--- config.mk ---
export PLATFORM = sky130hd
export DESIGN_NAME = multicycle_control
export DESIGN_NICKNAME = d
export VERILOG_FILES = /design/src/rtl/multicycle_control.sv
export SDC_FILE = /design/constraint.sdc
export NUM_CORES = 1
export LEC_CHECK = 0
export ABC_AREA = 1
export CORE_AREA = 2 2 91 93
export CTS_CLUSTER_DIAMETER = 100
export DETAILED_ROUTE_END_ITERATION = 16
export DIE_AREA = 0 0 93 95
export PLACE_DENSITY = 0.87
export SYNTH_ARGS = -nofsm -noshare
export SYNTH_HDL_FRONTEND = slang
export SYNTH_SLANG_ARGS = --single-unit
--- constraint.sdc ---
create_clock -name clk -period 4.8 [get_ports clk]
set_input_delay 0.96 -clock clk [delete_from_list [all_inputs] [get_ports clk]]
set_output_delay 0.96 -clock clk [all_outputs]
set_load 0.01 [all_outputs]
--- src/rtl/multicycle_control.sv ---
`default_nettype none
// ============================================================================
// Module      : multicycle_control
// Description : Multi-cycle fetch/decode/sequencing controller owning PC and
//               IR, driving all datapath controls and resolving branches.
// Revision    : 1.0 - initial release
// ============================================================================
module multicycle_control #(
  parameter int          PC_W    = 10,
  parameter logic [3:0]  ALU_ADD = 4'h0
) (
  input  logic            clk,
  input  logic            reset,
  input  logic            start,
  output logic [PC_W-1:0] imem_addr,
  input  logic [31:0]     imem_data,
  input  logic [31:0]     rs_data,
  output logic [3:0]      rs_addr,
  output logic [3:0]      rt_addr,
  output logic [3:0]      rd_addr,
  output logic            reg_dst,
  output logic            wr_reg,
  output logic [3:0]      alu_control,
  output logic            alu_src,
  output logic            immSel,
  output logic [31:0]     imm_signed,
  output logic [31:0]     jmp_signed,
  output logic            rdMem,
  output logic            wrMem,
  output logic            mToReg,
  output logic [PC_W-1:0] pc,
  output logic            halted,
  output logic            illegal_op
);

  typedef enum logic [2:0] {
    S_IDLE   = 3'd0,
    S_FETCH  = 3'd1,
    S_DECODE = 3'd2,
    S_EXEC   = 3'd3,
    S_MEM    = 3'd4,
    S_WB     = 3'd5,
    S_HALTED = 3'd6
  } state_t;

  localparam logic [5:0] c_OP_RTYPE = 6'h00;
  localparam logic [5:0] c_OP_ADDI  = 6'h01;
  localparam logic [5:0] c_OP_LD    = 6'h02;
  localparam logic [5:0] c_OP_ST    = 6'h03;
  localparam logic [5:0] c_OP_BZ    = 6'h04;
  localparam logic [5:0] c_OP_BMI   = 6'h05;
  localparam logic [5:0] c_OP_BR    = 6'h06;
  localparam logic [5:0] c_OP_HALT  = 6'h3F;

  state_t          r_state;
  state_t          w_next_state;
  logic [PC_W-1:0] r_pc;
  logic [PC_W-1:0] w_next_pc;
  logic [31:0]     r_ir;
  logic [5:0]      w_op;
  logic            w_ctl_active;

  always_ff @(posedge clk or negedge reset) begin
    if (!reset) begin
      r_state <= S_IDLE;
      r_pc    <= '0;
      r_ir    <= '0;
    end else begin
      r_state <= w_next_state;
      r_pc    <= w_next_pc;
      if (r_state == S_DECODE) begin
        r_ir <= imem_data;
      end
    end
  end

  assign w_op       = r_ir[31:26];
  assign rs_addr    = r_ir[25:22];
  assign rt_addr    = r_ir[21:18];
  assign rd_addr    = r_ir[17:14];
  assign imm_signed = {{16{r_ir[15]}}, r_ir[15:0]};
  assign jmp_signed = {{10{r_ir[21]}}, r_ir[21:0]};
  assign imem_addr  = r_pc;
  assign pc         = r_pc;

  // Datapath controls are a pure decode of IR, held for the whole EXEC..WB span
  assign w_ctl_active = (r_state == S_EXEC) || (r_state == S_MEM) || (r_state == S_WB);

  always_comb begin
    alu_control = 4'h0;
    alu_src     = 1'b0;
    reg_dst     = 1'b0;
    immSel      = 1'b0;
    if (w_ctl_active) begin
      case (w_op)
        c_OP_RTYPE: begin
          alu_control = r_ir[3:0];
          alu_src     = 1'b1;
          reg_dst     = 1'b1;
        end
        c_OP_ADDI, c_OP_LD, c_OP_ST: begin
          alu_control = ALU_ADD;
        end
        c_OP_BR: begin
          immSel = 1'b1;
        end
        default: begin
          alu_control = 4'h0;
        end
      endcase
    end
  end

  always_comb begin
    w_next_state = r_state;
    w_next_pc    = r_pc;
    wr_reg       = 1'b0;
    rdMem        = 1'b0;
    wrMem        = 1'b0;
    mToReg       = 1'b0;
    illegal_op   = 1'b0;
    halted       = 1'b0;
    case (r_state)
      S_IDLE: begin
        if (start) w_next_state = S_FETCH;
      end
      S_FETCH: begin
        w_next_pc    = r_pc + PC_W'(1);
        w_next_state = S_DECODE;
      end
      S_DECODE: begin
        w_next_state = S_EXEC;
      end
      S_EXEC: begin
        // pc already points past this instruction, so offsets are from addr+1
        case (w_op)
          c_OP_RTYPE, c_OP_ADDI: w_next_state = S_WB;
          c_OP_LD, c_OP_ST:      w_next_state = S_MEM;
          c_OP_BZ: begin
            if (rs_data == 32'h0) w_next_pc = r_pc + imm_signed[PC_W-1:0];
            w_next_state = S_FETCH;
          end
          c_OP_BMI: begin
            if (rs_data[31]) w_next_pc = r_pc + imm_signed[PC_W-1:0];
            w_next_state = S_FETCH;
          end
          c_OP_BR: begin
            w_next_pc    = r_pc + jmp_signed[PC_W-1:0];
            w_next_state = S_FETCH;
          end
          c_OP_HALT: w_next_state = S_HALTED;
          default: begin
            illegal_op   = 1'b1;
            w_next_state = S_FETCH;
          end
        endcase
      end
      S_MEM: begin
        if (w_op == c_OP_LD) begin
          rdMem        = 1'b1;
          mToReg       = 1'b1;
          w_next_state = S_WB;
        end else begin
          wrMem        = 1'b1;
          w_next_state = S_FETCH;
        end
      end
      S_WB: begin
        wr_reg = 1'b1;
        if (w_op == c_OP_LD) begin
          rdMem  = 1'b1;
          mToReg = 1'b1;
        end
        w_next_state = S_FETCH;
      end
      S_HALTED: begin
        halted = 1'b1;
        if (start) w_next_state = S_FETCH;
      end
      default: begin
        w_next_state = S_IDLE;
      end
    endcase
  end

endmodule
`default_nettype wire

==> results of run 1 <==
## registers in the layout, indices dropped and copies added (netlist names)
signal	cells
imem_addr	10
r_state	3
r_ir	32
## area by class of cell
cell class | instances | area, sq um | share of cell area [%]
repair buffers | 175 | 1750 | 37.6
multi-input cells | 253 | 1380 | 29.7
flip-flops and latches | 45 | 1130 | 24.2
inverters | 44 | 168 | 3.61
well taps | 105 | 131 | 2.83
clock buffers | 6 | 82.6 | 1.78
clock inverters | 2 | 13.8 | 0.296
## worst paths after layout
path | from | to | cells past startpoint
min in group asynchronous | reset | imem_addr[6] | 1
worst max-delay path | r_ir[31] | alu_control[1] | 8
worst min register to register | r_ir[24] | r_ir[24] | 1
max in group asynchronous | reset | r_state[2] | 1
worst min-delay path | r_ir[24] | r_ir[24] | 1
worst max register to register | r_state[1] | imem_addr[8] | 13
## synth_stat cells (2+ instances only)
master | n | area share [%]
nand2_1 | 86 | 9.5
nand3_2 | 2 | 0.59
nor3_1 | 3 | 0.44
inv_1 | 40 | 4.4
buf_6 | 4 | 1.3
nor2_4 | 2 | 0.66
nor2_8 | 2 | 1.2
dfrtp_1 | 45 | 33
xor2_1 | 3 | 0.77
inv_2 | 3 | 0.33
a21oi_1 | 19 | 2.8
mux2_2 | 17 | 5.6
nand2_2 | 4 | 0.74
buf_4 | 90 | 20
nor2_1 | 65 | 7.2
nand4_1 | 4 | 0.74
ha_1 | 9 | 3.3
nand3_1 | 29 | 4.3
## layer usage
metal  up-vias  share of wire (%)  wire [um]
li1       1448                  -          -
met1      1357                 41       3410
met2       124                 51       4200
met3        10                6.7        551
met4         0                1.3        108
met5         -                  0          0
## power groups by stage
stage / combinational, W / sequential [W] / clock, W
after detailed placement: 0.00207 / 0.000794 / 0
after global placement: 0.00202 / 0.000774 / 0
after global routing: 0.00225 / 0.000820 / 0.000277
after CTS: 0.00207 / 0.000788 / 0.000261
after floorplan: 0.00157 / 0.000746 / 0
final: 0.00206 / 0.000783 / 0.000246
## worst reg2reg max path, delay by kind of cell (launching register included)
kind	cells	cell delay [ns]
adder cells (fa/ha/maj)	2	0.68
AND/OR/NAND/NOR	11	0.95
flip-flops	1	0.57
## stage by stage
stage / util, % / std cells / setup WS [ns] / hold slack [ns]
after floorplan: - / 436 / 2.43 / 0.481
after global placement: 57.4 / 622 / 1.85 / 0.493
after detailed placement: 57.4 / 622 / 1.79 / 0.497
after CTS: 58.6 / 630 / 1.43 / 0.519
after global routing: 58.6 / 630 / 1.16 / 0.547
final: 58.6 / 630 / 1.43 / 0.515
## cell families (layout without fill, tap and decap cells)
kind of cell / count (synthesis) / after routing / synth area share (%)
simple gates: 201 / 201 / 26.7
mux: 17 / 17 / 5.64
flops: 45 / 45 / 33.2
buf+inv: 138 / 227 / 26.2
compound gates: 22 / 22 / 3.65
xor+xnor: 3 / 3 / 0.774
fa+ha+maj: 10 / 10 / 3.91
==> flow_summary.rst, run 1 <==
.. list-table::
   :header-rows: 1

   * - Metric
     - Value
   * - Result of the run
     - completed
   * - Number of global-route vias before repair
     - 2860
   * - Switch share
     - 42.6%
   * - Effective utilization at floorplan
     - 42.8%
   * - Unrepaired setup endpoints after global routing
     - no
   * - Fraction of layout cells with a size suffix above 1
     - 8.19%
   * - Final wirelength
     - about 8300 um
   * - Number of gates resized after cts
     - 0
   * - Area of the die
     - 8840 sq um
   * - Post-synth net total
     - between 500 and 600
   * - Clock Root Buffer
     - clkbuf_8
   * - Met1 track utilization from global routing
     - 22.1%
   * - Share of synthesized flip-flops with an asynchronous set or reset
     - 100%
   * - CP bufs+invs
     - 3
   * - GR Util met3
     - 4.23%
   * - Share of total power in the clock network
     - 8.0%
   * - Number of violations reported at the end of detailed-routing iteration 0
     - 99
   * - Reported leakage power
     - ~2.1 nW
   * - Last weighted congestion value of the routability-driven placer
     - 0.887
   * - Clock period minus worst slack
     - ~3.4 ns
   * - Clock latency on the worst-skew pair
     - roughly 0.29 ns
   * - Vias/cell
     - 4.67
   * - Most instantiated flip-flop cell in the synthesis netlist
     - dfrtp_1
   * - Setup Total Neg Slack
     - 0 ns
   * - Setup fix buffers added after clock tree synthesis
     - 0
   * - Met2 capacity usage during global routing
     - 33.8%
   * - Slowest Stage Delay on Critical Path
     - 0.57 ns
   * - Number of antenna diodes
     - 0
   * - Total number of vias
     - 2939
   * - Pint
     - 0.00177 W
   * - First-pass GRT wire length
     - about 13000 um
   * - WP data required
     - 3.84 ns
   * - Total count of hold-check failures in the final report
     - 0
   * - Net switching component of the power
     - 0.00131 W
   * - Cell count after synthesis
     - 436
   * - Total clock buffers created by CTS
     - 5
   * - Per-cell routed wire length
     - around 13 um
   * - Top Ports
     - about 180
   * - #FFs+latches synth
     - 45
   * - Placed Area
     - 4550 sq um
   * - Nets
     - around 600
   * - Number of standard-cell rows in the floorplan
     - 33
   * - Setup crit start kind
     - flip-flop
   * - Transition time of the tightest slew-check pin
     - 1.06 ns
   * - Sequential element share of the synthesized area
     - 33.2%
   * - Combinational share of power
     - between 60% and 70%
   * - Count of TritonRoute iterations in the first routing pass
     - 4
   * - Remaining global-route overflow
     - 0
   * - Total power per unit cell area
     - 664 nW/um^2
   * - Slowest cell on the critical path
     - clkdlybuf4s50_1
   * - Final worst path period share
     - between 70% and 80%
   * - Hold crit path type
     - reg2reg
   * - Antenna violations before repair
     - 0
   * - Cell chain of the critical path
     - inv_1 -> nand2_1 -> nor3_1 -> nand2_1 -> nor2_1 -> inv_1 -> nor2_1 -> clkdlybuf4s50_1
   * - Count of flip-flops with a built-in enable after synthesis
     - 0
   * - Synthesized area divided by synthesized cell count
     - 7.78 sq um
   * - Critical Setup Path Class
     - reg2out
   * - Buffers on Ports
     - around 180
   * - Core footprint
     - 7930 sq um
   * - Part of the total power dissipated in sequential elements
     - between 20% and 30%
   * - Type of element capturing the critical path
     - output port
   * - Deepest clock path buffer count
     - 2
   * - Layer with the highest usage
     - met2
   * - Rel. slew slack
     - 29.5%
   * - DP Wirelength
     - 6610 um
   * - Clock sink count
     - 45
   * - Horizontal extent of the die
     - between 90 and 100 um
   * - Slack of the worst reg-to-reg path
     - between 2 and 2.5 ns
   * - Design Area, Final
     - 4650 sq um
   * - Cell area after synthesis
     - 3390 sq um
   * - Max IR drop VDD
     - roughly 310 uV
   * - Clock-pin slew of the registers on the worst-case setup and hold paths
     - 0.09 ns
   * - Commonest non-fill, non-tap cells in the layout
     - clkdlybuf4s50_1, nand2_1, nor2_1, dfrtp_1, inv_1
   * - Max Fanout on Critical Path
     - 5
   * - Maximum number of pins on one net before global-route repair
     - 48
   * - Max Clk Rate
     - between 0.2 and 0.3 GHz
   * - Unique cell type count in the Yosys netlist
     - 27
   * - Largest clock skew in the final design
     - a little over 0.01 ns
   * - Cts hold-fix bufs
     - 0
   * - Overall routing resource usage
     - 18.5%
   * - Crit path max-delay family
     - simple AND/OR/NAND/NOR gates
   * - Remaining number of nets flagged by the antenna check after routing
     - 0
   * - Number of fill cells
     - 748
   * - Overall power after layout
     - between 0.003 and 0.004 W
   * - Worst Path Arrival
     - 2.41 ns
   * - TritonCTS clock tree
     - done
   * - Area growth from synthesis to layout
     - 36.9%
   * - Leading cell type in the layout, fill and taps excluded
     - clkdlybuf4s50_1
   * - H-tree depth
     - 2
   * - Final slew viol count
     - 0
   * - Endpoints failing setup
     - 0
   * - MaxCap Viol Count
     - 0
   * - DRC
     - 0
   * - Synth warnings
     - 0
   * - Die outline height
     - 95 um
Note: power is estimated with default switching activity, not from simulation.
==> inputs of run 2 (changes only) <==
--- a/config.mk
+++ b/config.mk
@@ -6,11 +6,11 @@
 export NUM_CORES = 1
 export LEC_CHECK = 0
 export ABC_AREA = 1
-export CORE_AREA = 2 2 91 93
+export CORE_AREA = 2 2 94 96
 export CTS_CLUSTER_DIAMETER = 100
 export DETAILED_ROUTE_END_ITERATION = 16
-export DIE_AREA = 0 0 93 95
-export PLACE_DENSITY = 0.87
+export DIE_AREA = 0 0 96 98
+export PLACE_DENSITY = 0.82
 export SYNTH_ARGS = -nofsm -noshare
 export SYNTH_HDL_FRONTEND = slang
 export SYNTH_SLANG_ARGS = --single-unit
==> constraint.sdc (replaced) <==
create_clock -name clk -period 3.26 [get_ports clk]
set_input_delay 0.652 -clock clk [delete_from_list [all_inputs] [get_ports clk]]
set_output_delay 0.652 -clock clk [all_outputs]
set_load 0.01 [all_outputs]
==> run 2 against run 1 <==
Effect of this change:
- sequential power rose by 47%
- critical path depth stayed put
- clock skew is 0.0066 ns lower
- combinational power up 46%
- non-clock buffer count up 1
- utilization decreased by 3.4 points
- count of clock-buffer cells in the layout unchanged
- die area is 6.5% higher
- cell area increased by 0.57%
- flip-flop and latch count stayed put
- highest routed layer unchanged
==> flow_summary.rst, run 2 (synthesis gave the netlist of run 1 again) <==
.. list-table::
   :header-rows: 1

   * - Metric
     - Value
   * - Non-filler instance count after layout
     - 634 (+0.63%)
   * - Fin util
     - 55.2% (-3.4 points)
   * - First-pass GRT wire length
     - 12500 um (-5.1%)
   * - Max reg flops
     - 32 (unchanged)
   * - Number of antenna diodes
     - 0 (unchanged)
   * - Fraction of layout cells with a size suffix above 1
     - 8.17% (-0.016 points)
   * - Total count of hold-check failures in the final report
     - 0 (unchanged)
   * - Clock period minus worst slack
     - 3.15 ns
   * - Commonest non-fill, non-tap cells in the layout
     - clkdlybuf4s50_1, nand2_1, nor2_1, dfrtp_1, inv_1
   * - Slack of the worst reg-to-reg path
     - 0.93 ns (-1.56 ns)
   * - Vias/cell
     - 4.68 (+0.21%)
   * - Number of violations reported at the end of detailed-routing iteration 0
     - 91 (-8.1%)
   * - Total power per unit cell area
     - 983 nW/um^2 (+48%)
   * - Max Clk Rate
     - 0.318 GHz
   * - Cts hold-fix bufs
     - 0 (unchanged)
   * - Setup crit start kind
     - flip-flop
   * - TritonCTS clock tree
     - done
   * - Total clock buffers created by CTS
     - 5 (unchanged)
   * - H-tree depth
     - 2 (unchanged)
   * - Overall power after layout
     - 0.00459 W (+49%)
   * - Total placed cells including tap cells
     - 626 (+0.64%)
   * - DRC
     - 0 (unchanged)
   * - Endpoints failing setup
     - 0 (unchanged)
   * - Reported leakage power
     - 2.15 nW (+0.41%)
   * - Antenna violations before repair
     - 0 (unchanged)
   * - Max Fanout on Critical Path
     - 5 (unchanged)
   * - Remaining number of nets flagged by the antenna check after routing
     - 0 (unchanged)
   * - Buffers on Ports
     - 175 (unchanged)
   * - Top Ports
     - 176 (unchanged)
   * - Clock latency on the worst-skew pair
     - 0.30 ns (about the same)
   * - Count of TritonRoute iterations in the first routing pass
     - 4 (unchanged)
   * - Result of the run
     - completed
   * - Die outline height
     - 98 um (+3.2%)
   * - Worst Path Arrival
     - 2.50 ns (+0.09 ns)
   * - Number of global-route vias before repair
     - 2725 (-4.7%)
   * - Worst-case setup margin in the final layout
     - 0.113 ns (-1.31 ns)
   * - Clock-pin slew of the registers on the worst-case setup and hold paths
     - 0.09 ns (about the same)
   * - Number of standard-cell rows in the floorplan
     - 34 (+3.0%)
   * - Overall routing resource usage
     - 16.6% (-2.0 points)
   * - Maximum number of pins on one net before global-route repair
     - 46 (-4.2%)
   * - Core footprint
     - 8470 sq um (+6.8%)
   * - Setup fix buffers added after clock tree synthesis
     - 0 (unchanged)
   * - Final wirelength
     - 8030 um (-2.9%)
   * - Hold crit path type
     - in2async
   * - Unrepaired setup endpoints after global routing
     - no
   * - Setup Total Neg Slack
     - 0 ns (unchanged)
   * - WP data required
     - 2.61 ns (-1.23 ns)
   * - Clock Root Buffer
     - clkbuf_8
   * - Critical Setup Path Class
     - reg2out
   * - Leading cell type in the layout, fill and taps excluded
     - clkdlybuf4s50_1
   * - Transition time of the tightest slew-check pin
     - 1.01 ns (-0.0518 ns)
   * - Final worst path period share
     - 96.5%
   * - Nets
     - 602 (+0.17%)
   * - DP Wirelength
     - 6420 um (-2.9%)
   * - Remaining global-route overflow
     - 0 (unchanged)
   * - MaxCap Viol Count
     - 0 (unchanged)
   * - Clock sink count
     - 45 (unchanged)
   * - Area of the die
     - 9410 sq um (+6.5%)
   * - Deepest clock path buffer count
     - 2 (unchanged)
   * - Effective utilization at floorplan
     - 40.1% (-2.7 points)
   * - Per-cell routed wire length
     - 12.7 um (-3.5%)
   * - Rel. slew slack
     - 32.9% (+3.5 points)
   * - Area growth from synthesis to layout
     - 37.7%
   * - Worst slack at placement
     - 0.552 ns (-1.24 ns)
   * - Type of element capturing the critical path
     - output port
   * - Last weighted congestion value of the routability-driven placer
     - 0.912 (+2.9%)
   * - Largest clock skew in the final design
     - 0.00364 ns (-0.00662 ns)
   * - Number of gates resized after cts
     - 0 (unchanged)
   * - Final slew viol count
     - 0 (unchanged)
   * - Total number of vias
     - 2964 (+0.85%)
   * - Register containing the most flip-flops in the final layout
     - r_ir
   * - Max IR drop VDD
     - 432 uV (+41%)
   * - Horizontal extent of the die
     - 96 um (+3.2%)
run 2: cell count changes in the layout (fill, tap and decap cells not counted):
cell,delta
buf_4,+1
bufinv_16,+1
clkbuf_1,+1
clkbuf_8,-1
clkinv_2,-1
run 2: final cells by class:
cell class                 count  area, sq um
tap                          108          135
timing repair buffer         176         1750
inverter                      44          168
multi-input combinational    253         1380
clock buffer                   6         72.6
sequential                    45         1130
fill                         768         3790
clock inverter                 2         38.8
run 2: worst paths after layout:
| kind | start | endpoint | depth (start not counted) |
|---|---|---|---|
| setup / recovery | r_ir[31] | alu_control[1] | 8 |
| hold / removal | reset | imem_addr[2] | 1 |
| setup reg to reg | r_state[1] | imem_addr[8] | 13 |
| hold reg to reg | r_ir[24] | r_ir[24] | 1 |
| max in group asynchronous | reset | r_ir[27] | 1 |
| min in group clk | r_ir[24] | r_ir[24] | 1 |
run 2: routing by layer:
layer	global-route usage, %	part of all wire (%)
met3	3.47	7.3
met2	29.2	49
met4	3.96	1.3
met1	20.3	42
met5	0	0
run 2: critical path, stage by stage (launching register included):
cell and delay (ns):
dfrtp_1 0.41, inv_1 0.08, nand2_1 0.05, nor3_1 0.41
nand2_1 0.11, nor2_1 0.20, inv_1 0.15, nor2_1 0.20
clkdlybuf4s50_1 0.58
run 2: power by group:
| group | internal (W) | switching, W |
|---|---|---|
| clock | 0.000230 | 0.000202 |
| combinational | 0.00160 | 0.00141 |
| sequential | 0.000839 | 0.000312 |
run 2: metrics by stage:
| stage | cell area (sq um) | hold slack (ns) |
|---|---|---|
| 2_1_floorplan | 3390 | 0.356 |
| 3_3_place_gp | 4560 | 0.489 |
| 3_5_place_dp | 4560 | 0.494 |
| 4_1_cts | 4670 | 0.516 |
| 5_1_grt | 4670 | 0.552 |
| 6_report | 4670 | 0.509 |
==> inputs of run 3 (changes only) <==
--- a/config.mk
+++ b/config.mk
@@ -6,10 +6,10 @@
 export NUM_CORES = 1
 export LEC_CHECK = 0
 export ABC_AREA = 1
-export CORE_AREA = 2 2 94 96
+export CORE_AREA = 3 3 95 97
 export CTS_CLUSTER_DIAMETER = 100
 export DETAILED_ROUTE_END_ITERATION = 16
-export DIE_AREA = 0 0 96 98
+export DIE_AREA = 0 0 98 100
 export PLACE_DENSITY = 0.82
 export SYNTH_ARGS = -nofsm -noshare
 export SYNTH_HDL_FRONTEND = slang
==> run 3 against run 2 <==
Effect of this change:
- cell count down 0.47%
- count of clock-buffer cells in the layout up 1
- flip-flop and latch count unchanged
- highest routed layer unchanged
- worst hold slack worse by 0.0015 ns
- sequential power about the same
- clock skew down 0.00086 ns
==> flow_summary.rst, run 3 (synthesis gave the netlist of run 1 again) <==
.. list-table::
   :header-rows: 1

   * - Metric
     - Value
   * - Post-Route Hold Slack
     - 0.508 ns (-0.00148 ns)
   * - Number of fill cells
     - 730 (-4.9%)
   * - Share of total power in the clock network
     - 9.3% (about the same)
   * - Count of TritonRoute iterations in the first routing pass
     - 4 (unchanged)
   * - DP Wirelength
     - 6740 um (+5.0%)
   * - Transition time of the tightest slew-check pin
     - 1.01 ns (+0.00456 ns)
   * - Largest clock skew in the final design
     - 0.00278 ns (-0.000860 ns)
   * - Max reg flops
     - 32 (unchanged)
   * - H-tree depth
     - 2 (unchanged)
   * - HP Start
     - r_ir[24]
   * - Clock period minus worst slack
     - 3.05 ns (-0.0974 ns)
   * - Type of element capturing the critical path
     - output port
   * - Hold EP
     - r_ir[24]
   * - Number of violations reported at the end of detailed-routing iteration 0
     - 137 (+51%)
   * - Slack of the worst reg-to-reg path
     - 0.93 ns (about the same)
   * - Result of the run
     - completed
   * - Commonest non-fill, non-tap cells in the layout
     - clkdlybuf4s50_1, nand2_1, nor2_1, dfrtp_1, inv_1
   * - DRC
     - 0 (unchanged)
   * - Max IR drop VDD
     - 534 uV (+24%)
   * - Max Clk Rate
     - 0.328 GHz (+3.2%)
   * - Setup crit start kind
     - flip-flop
   * - Clock sink count
     - 45 (unchanged)
   * - Worst Path Arrival
     - 2.40 ns (-0.10 ns)
   * - Startpoint of the most critical register-to-register path
     - r_state[1]
   * - Remaining global-route overflow
     - 0 (unchanged)
   * - Rel. slew slack
     - 32.6% (-0.30 points)
   * - Leading cell type in the layout, fill and taps excluded
     - clkdlybuf4s50_1
   * - Antenna violations before repair
     - 0 (unchanged)
   * - Clock-pin slew of the registers on the worst-case setup and hold paths
     - 0.08 ns (about the same)
   * - Total power per unit cell area
     - 987 nW/um^2 (+0.43%)
   * - Final wirelength
     - 8280 um (+3.1%)
   * - Number of global-route vias before repair
     - 2861 (+5.0%)
   * - Remaining number of nets flagged by the antenna check after routing
     - 0 (unchanged)
   * - Switch share
     - 41.6% (-0.27 points)
   * - Max Fanout on Critical Path
     - 5 (unchanged)
   * - Area growth from synthesis to layout
     - 37.8% (about the same)
   * - Clock latency on the worst-skew pair
     - 0.28 ns (-0.02 ns)
   * - Worst Reg2Reg Path Length in Cells
     - 13 (unchanged)
   * - Fraction of layout cells with a size suffix above 1
     - 8.17% (unchanged)
   * - Total clock buffers created by CTS
     - 5 (unchanged)
   * - Overall routing resource usage
     - 16.5% (-0.061 points)
   * - TritonCTS clock tree
     - done
   * - Top Ports
     - 176 (unchanged)
   * - Setup Total Neg Slack
     - 0 ns (unchanged)
   * - Deepest clock path buffer count
     - 2 (unchanged)
   * - Setup fix buffers added after clock tree synthesis
     - 0 (unchanged)
   * - Net switching component of the power
     - 0.00192 W (-0.20%)
   * - Unrepaired setup endpoints after global routing
     - no
   * - Number of gates resized after cts
     - 0 (unchanged)
   * - Maximum number of pins on one net before global-route repair
     - 46 (unchanged)
   * - Worst hold path cell count
     - 1
   * - Buffers on Ports
     - 175 (unchanged)
   * - Part of the total power dissipated in sequential elements
     - 24.9% (-0.2 points)
   * - First-pass GRT wire length
     - 13400 um (+7.0%)
   * - Combinational share of power
     - 65.8% (+0.3 points)
   * - Total number of vias
     - 2935 (-0.98%)
   * - Reported leakage power
     - 2.16 nW (+0.14%)
   * - Final worst path period share
     - 93.5% (-3.0 points)
   * - MaxCap Viol Count
     - 0 (unchanged)
   * - Overall power after layout
     - 0.00461 W (+0.45%)
   * - Register containing the most flip-flops in the final layout
     - r_ir
   * - R2R Path End
     - imem_addr[8]
   * - Final slew viol count
     - 0 (unchanged)
   * - Pint
     - 0.00269 W (+0.93%)
   * - Critical Setup Path Class
     - reg2out
   * - Number of antenna diodes
     - 0 (unchanged)
   * - Nets
     - 602 (unchanged)
   * - Number of standard-cell rows in the floorplan
     - 33 (-2.9%)
   * - WP data required
     - 2.61 ns (about the same)
   * - Vias/cell
     - 4.65 (-0.51%)
   * - Cts hold-fix bufs
     - 0 (unchanged)
   * - Per-cell routed wire length
     - 13.1 um (+3.6%)
   * - Hold crit path type
     - reg2reg
   * - Area of the die
     - 9800 sq um (+4.2%)
   * - Horizontal extent of the die
     - 98 um (+2.1%)
   * - Worst slack at placement
     - 0.577 ns (+0.0247 ns)
   * - Core footprint
     - 8220 sq um (-2.9%)
   * - Clock Root Buffer
     - clkbuf_8
   * - Effective utilization at floorplan
     - 41.3% (+1.2 points)
   * - Total count of hold-check failures in the final report
     - 0 (unchanged)
   * - Die outline height
     - 100 um (+2.0%)
   * - Worst-case setup margin in the final layout
     - 0.210 ns (+0.0974 ns)
   * - Last weighted congestion value of the routability-driven placer
     - 0.865 (-5.1%)
   * - Endpoints failing setup
     - 0 (unchanged)
==> run 3: changes by cell type in the layout (fill, tap and decap cells not counted), sizes merged <==
cell    change
clkbuf      +1
clkinv      -1
==> run 3: routing by layer <==
| layer | vias to the layer above | track usage (%) | routed length, um |
|---|---|---|---|
| met5 | - | 0 | 0 |
| met4 | 0 | 3.51 | 63 |
| met3 | 6 | 2.57 | 510 |
| met2 | 117 | 30.3 | 4240 |
| met1 | 1356 | 20.4 | 3460 |
| li1 | 1456 | - | - |
==> run 3: how the worst max path moves through the flow <==
stage | startpoint | to | slack [ns]
5_1_grt | r_ir[31] | alu_control[2] | 0.03
3_3_place_gp | r_ir[30] | alu_control[2] | 0.65
2_1_floorplan | r_ir[30] | alu_control[0] | 1.20
6_report | r_ir[31] | alu_control[2] | 0.21
3_5_place_dp | r_ir[30] | alu_control[2] | 0.58
4_1_cts | r_ir[31] | alu_control[2] | 0.24
==> run 3: final cells by class <==
type | count | area [sq um] | area share [%]
Tap cell | 105 | 131 | 2.81
Clock inverter | 1 | 30.0 | 0.642
Timing Repair Buffer | 176 | 1750 | 37.5
Inverter | 44 | 168 | 3.59
Sequential cell | 45 | 1130 | 24.1
Multi-Input combinational cell | 253 | 1380 | 29.5
Clock buffer | 7 | 86.3 | 1.85
==> run 3: critical path, stage by stage (launching register included) <==
cell	delay, ns
dfrtp_1	0.41
inv_1	0.08
nand2_1	0.05
nor3_1	0.46
nand2_1	0.10
nor2_1	0.19
inv_1	0.15
nor2_1	0.11
clkdlybuf4s50_1	0.57
==> run 3: stage by stage <==
stage	cells	area (sq um)	util (%)
finish	631	4670	56.9
global route	631	4670	56.9
CTS	631	4670	56.9
detailed placement	623	4560	55.5
global placement	623	4560	55.5
floorplan	436	3390	-
==> run 3: power groups by stage <==
| stage | logic [W] | registers (W) | clock network [W] |
|---|---|---|---|
| floorplan | 0.00231 | 0.00110 | 0 |
| global placement | 0.00300 | 0.00114 | 0 |
| detailed placement | 0.00306 | 0.00117 | 0 |
| CTS | 0.00307 | 0.00116 | 0.000445 |
| global route | 0.00330 | 0.00121 | 0.000474 |
| finish | 0.00304 | 0.00115 | 0.000429 |
